===== config.mk =====
export PLATFORM = sky130hd
export DESIGN_NAME = matmul_array_seq
export DESIGN_NICKNAME = d
export VERILOG_FILES = /design/src/rtl/matmul_array_seq.sv
export SDC_FILE = /design/constraint.sdc
export NUM_CORES = 2
export LEC_CHECK = 0
export ABC_AREA = 1
export CAP_MARGIN = 5
export CELL_PAD_IN_SITES_DETAIL_PLACEMENT = 0
export CELL_PAD_IN_SITES_GLOBAL_PLACEMENT = 1
export CORE_MARGIN = 2
export CORE_UTILIZATION = 49
export CTS_BUF_LIST = sky130_fd_sc_hd__clkbuf_16
export DETAILED_ROUTE_END_ITERATION = 16
export DONT_BUFFER_PORTS = 1
export GPL_TIMING_DRIVEN = 0
export PLACE_DENSITY_LB_ADDON = 0.1
export SYNTH_ARGS = -nofsm -noshare
export SYNTH_HDL_FRONTEND = slang
export SYNTH_SLANG_ARGS = --single-unit

===== constraint.sdc =====
create_clock -name clk -period 15.45 [get_ports clk]
set_clock_uncertainty 0.05 [all_clocks]
set_input_delay 1.545 -clock clk [delete_from_list [all_inputs] [get_ports clk]]
set_output_delay 1.545 -clock clk [all_outputs]
set_load 0.005 [all_outputs]

===== src/rtl/matmul_array_seq.sv =====
// matmul_array_seq: NxN unsigned matrix multiplier, N*N parallel MAC cells, one k per cycle.
// Build option MATMUL_SAT_EN: saturate each c element at all-ones instead of wrapping.
module matmul_array_seq #(
   parameter int N      = 3,
   parameter int DATA_W = 8,
   parameter int ACC_W  = 2*DATA_W+$clog2(N+1),
   parameter int OUT_W  = 8
) (
   input  logic                    clk,
   input  logic                    reset,
   input  logic                    start,
   output logic                    in_ready,
   input  logic [N*N*DATA_W-1:0]   a_flat,
   input  logic [N*N*DATA_W-1:0]   b_flat,
   output logic [N*N*OUT_W-1:0]    c_flat,
   output logic                    c_valid,
   input  logic                    c_ready,
   output logic                    busy,
   output logic                    ovf
);

   localparam int KW = (N > 1) ? $clog2(N) : 1;
   localparam logic [KW-1:0] K_LAST = KW'(N-1);
   localparam int PW = 2*DATA_W;

   typedef enum logic [1:0] {
      S_IDLE = 2'd0,
      S_RUN  = 2'd1,
      S_DONE = 2'd2
   } state_t;

   state_t r_state;
   state_t w_next;

   logic [KW-1:0]      r_k;
   logic [DATA_W-1:0]  r_a   [N][N];
   logic [DATA_W-1:0]  r_b   [N][N];
   logic [ACC_W-1:0]   r_acc [N][N];
   logic [N*N*OUT_W-1:0] r_c;
   logic               r_ovf;

   logic [PW-1:0]      w_prod [N][N];
   logic [ACC_W-1:0]   w_sum  [N][N];
   logic [N*N*OUT_W-1:0] w_c;
   logic               w_ovf;
   logic               w_accept;
   logic               w_last;

   // State register; reset drops any result in flight
   always_ff @(posedge clk or posedge reset) begin
      if (reset)
         r_state <= S_IDLE;
      else
         r_state <= w_next;
   end

   // Next state and handshake outputs, all decoded from the state
   always_comb begin
      w_next   = r_state;
      in_ready = 1'b0;
      busy     = 1'b0;
      c_valid  = 1'b0;
      w_accept = 1'b0;
      w_last   = 1'b0;
      unique case (r_state)
         S_IDLE: begin
            in_ready = 1'b1;
            if (start) begin
               w_accept = 1'b1;
               w_next   = S_RUN;
            end
         end
         S_RUN: begin
            busy = 1'b1;
            if (r_k == K_LAST) begin
               w_last = 1'b1;
               w_next = S_DONE;
            end
         end
         S_DONE: begin
            c_valid = 1'b1;
            if (c_ready)
               w_next = S_IDLE;
         end
         default: w_next = S_IDLE;
      endcase
   end

   // MAC array: this cycle's partial sums and the output mapping of them
   always_comb begin
      w_c   = '0;
      w_ovf = 1'b0;
      for (int i = 0; i < N; i++) begin
         for (int j = 0; j < N; j++) begin
            w_prod[i][j] = {{DATA_W{1'b0}}, r_a[i][r_k]}
                         * {{DATA_W{1'b0}}, r_b[r_k][j]};
            w_sum[i][j]  = r_acc[i][j]
                         + {{(ACC_W-PW){1'b0}}, w_prod[i][j]};
            if (|(w_sum[i][j] >> OUT_W))
               w_ovf = 1'b1;
`ifdef MATMUL_SAT_EN
            w_c[(i*N+j)*OUT_W +: OUT_W] =
               (|(w_sum[i][j] >> OUT_W)) ? {OUT_W{1'b1}}
                                         : w_sum[i][j][OUT_W-1:0];
`else
            w_c[(i*N+j)*OUT_W +: OUT_W] = w_sum[i][j][OUT_W-1:0];
`endif
         end
      end
   end

   // Operand capture at acceptance, accumulation in RUN, result capture on the last k
   always_ff @(posedge clk or posedge reset) begin
      if (reset) begin
         r_k   <= '0;
         r_c   <= '0;
         r_ovf <= 1'b0;
         for (int i = 0; i < N; i++) begin
            for (int j = 0; j < N; j++) begin
               r_a[i][j]   <= '0;
               r_b[i][j]   <= '0;
               r_acc[i][j] <= '0;
            end
         end
      end else if (w_accept) begin
         r_k   <= '0;
         r_ovf <= 1'b0;
         for (int i = 0; i < N; i++) begin
            for (int j = 0; j < N; j++) begin
               r_a[i][j]   <= a_flat[(i*N+j)*DATA_W +: DATA_W];
               r_b[i][j]   <= b_flat[(i*N+j)*DATA_W +: DATA_W];
               r_acc[i][j] <= '0;
            end
         end
      end else if (busy) begin
         for (int i = 0; i < N; i++) begin
            for (int j = 0; j < N; j++) begin
               r_acc[i][j] <= w_sum[i][j];
            end
         end
         if (w_last) begin
            r_k   <= '0;
            r_c   <= w_c;
            r_ovf <= w_ovf;
         end else begin
            r_k <= r_k + KW'(1);
         end
      end
   end

   assign c_flat = r_c;
   assign ovf    = r_ovf;

endmodule

==> results.sh <==
export IMPL_postCtsSetupRepairBufs=0
export IMPL_setup_violations=0
export IMPL_final_max_slew_viol_count=0
export IMPL_initial_core_util_pct=49.3
export IMPL_die_width_um=293
export IMPL_final_cells=6632
export IMPL_rsz0062_at_grt="no"
export IMPL_cts_root_buf="clkbuf_16"
export IMPL_grt_pass1_vias=35700
export IMPL_startpoint="r_k[0]$_DFFE_PP0P_"
export IMPL_grt_usage_pct=37.3
export IMPL_syn_area_per_cell_um2=7.53
export IMPL_fin_util_pct=53.0
export IMPL_netlist_top_cells_count="nand2_1, inv_1, fa_1, dfrtp_1, ha_1"
export IMPL_hp_start="r_a[9]$_DFFE_PP0P_"
export IMPL_synth_cell_types=47
export IMPL_drc_errors=0
export IMPL_path_class="reg -> reg"
export IMPL_slew_headroom_pct=1.95
export IMPL_grt_pass1_wl_um=234000
export IMPL_drt_antenna_violating_nets=0
export IMPL_clock_fmax_ghz=0.124
export IMPL_syn_num_nets=6404
export IMPL_rows=106
export IMPL_place_inst=6530
export IMPL_worstSetupEndpointType="flop"
export IMPL_synth_area_leaders="dfrtp_1, fa_1, nand2_1, inv_1, ha_1"
export IMPL_n_fill_cell=8329
export IMPL_gp_congestion=0.960
export IMPL_synthFlopType="dfrtp_1"
export IMPL_crit_fanout=10
export IMPL_netlist_area_leader_share_pct=23.4
export IMPL_dr_total_vias=35700
export IMPL_cp_slowest_cell="o21ai_2"
export IMPL_synth_most_common_cell="nand2_1"
export IMPL_regArea_um2=9580
export IMPL_worst_slew_pin_slew_ns=1.46
export IMPL_ys_ff_latch=383
export IMPL_rr_worst_depth=32
export IMPL_insertion_delay_ns=0.65
export IMPL_hpwl_um=121000
export IMPL_hold_buffers=0
export IMPL_outcome="completed"
export IMPL_cp_arrival_ns=8.55
export IMPL_fp_dieArea_um2=86000
export IMPL_dr_pass1_iters=7
export IMPL_hp_class="reg -> reg"
export IMPL_synth_edf_count=0
export IMPL_tns_ns=0
export IMPL_antenna_found_initial=16
export IMPL_yosys_warnings=0
export IMPL_max_stage_delay_ns=1.00
export IMPL_drt_total_wl_um=157000
export IMPL_cts_buffers=49
export IMPL_cts_repair_resize_count=0
export IMPL_wl_per_cell_um=23.7
export IMPL_clockBufferDepth=3
export IMPL_yosys_area_top_type="dfrtp_1"
export IMPL_crit_top_cell="nand2_1"
export IMPL_fin_nets=6459
export IMPL_regToRegStartpoint="r_k[0]$_DFFE_PP0P_"
export IMPL_yosysSeqAreaShare_pct=23.4
export IMPL_hold_path_depth=2
export IMPL_hold_viol_final=0
export IMPL_area_growth_pct=7.59
export IMPL_period_share_pct=52.1
export IMPL_syn_area_um2=41000
export IMPL_first_iter_violations=3194
export IMPL_cts_sinks=383
export IMPL_postSynth_asyncResetShare_pct=100
export IMPL_io_pin_count=224
export IMPL_grt_max_degree=110
export IMPL_required_ns=15.94
export IMPL_period_minus_slack_ns=8.06
export IMPL_core_um2=83300
export IMPL_fp_dieH_um=293
export IMPL_drive_gt1_share_pct=4.85
export IMPL_htreeDepth=2
export IMPL_vias_per_cell=5.38
export IMPL_cts_tree="yes"
export IMPL_multi_input_area_um2=25100
export IMPL_grt_ovfl_total=0
export IMPL_io_buffers=0
export IMPL_path_clk_slew_ns=0.07
export IMPL_postSynthCellCount=5446
export IMPL_setup_worst_path_start_class="flop"
export IMPL_cap_viol_max_count=0
[cells in the final DEF, fill, tap and decap left out, types with 31 or more instances in the layout]
| master | synthesis | layout |
|---|---|---|
| nand2_1 | 1555 | 1555 |
| nor2_1 | 115 | 115 |
| buf_2 | 114 | 114 |
| dfrtp_1 | 383 | 383 |
| nand4_1 | 40 | 40 |
| clkbuf_1 | 78 | 74 |
| clkbuf_16 | 0 | 49 |
| o22ai_1 | 41 | 41 |
| a21oi_1 | 129 | 129 |
| o21ai_2 | 39 | 39 |
| xor2_1 | 31 | 31 |
| fa_1 | 450 | 450 |
| nand3_1 | 226 | 226 |
| o21ai_0 | 321 | 321 |
| inv_1 | 1438 | 1444 |
| ha_1 | 360 | 360 |
[area by class of cell]
cell class / instances / share of cell area [%]
antenna: 11 / 0.0624
buffer: 207 / 2.16
clock buffer: 49 / 2.78
clock inverter: 42 / 0.916
inverter: 1443 / 12.3
multi-input combinational: 3413 / 56.8
sequential: 383 / 21.7
tap: 1080 / 3.06
timing repair buffer: 4 / 0.213
[flip-flops by register name, summed over array words and instances, names as in the netlist]
register / flops
r_b: 72
r_k: 2
r_a: 72
c_flat: 72
r_acc: 162
r_state: 2
ovf: 1
[worst max-delay path: cells and delay by family, from the launching register on]
kind / cells / cell delay (ns)
and+or+nand+nor: 17 / 2.41
adders and majority gates: 5 / 2.39
buffers and inverters: 9 / 1.66
AOI/OAI and AO/OA: 1 / 1.00
DFF: 1 / 0.37
[metal layers]
metal	routed length [um]	global-route usage [%]
met5	86	0
met4	8540	17.1
met3	15900	8.58
met2	67700	56.9
met1	64800	50.5
[cell families after synthesis]
logic type	Yosys count	share of synthesized area (%)
xor gates and xnor gates	41	0.875
AOI/OAI and AO/OA	567	7.60
buffers and inverters	1650	15.5
adders and majority gates	810	32.9
and+or+nand+nor	1995	19.7
DFF	383	23.4
[path summary, 6_finish.rpt]
check                                    endpoint  slack (ns)
max                               ovf$_DFFE_PP0P_        7.39
min                            r_a[9]$_DFFE_PP0P_        0.43
max reg2reg                       ovf$_DFFE_PP0P_        7.39
min reg2reg                    r_a[9]$_DFFE_PP0P_        0.43
max in group asynchronous  r_acc[142]$_DFFE_PP0P_       13.27
min in group asynchronous     r_b[34]$_DFFE_PP0P_        0.84
[per-stage QoR]
stage	worst slack, ns	instance area (um2)	hold slack [ns]
2_1_floorplan	3.21	41000	0.394
3_3_place_gp	-2.54	42400	0.408
3_5_place_dp	7.66	42500	0.410
4_1_cts	7.62	44100	0.427
5_1_grt	7.21	44100	0.443
6_report	7.39	44100	0.427
Power is not shown: default switching activity piles up to over one toggle a cycle in this logic, so the estimate is an artifact.
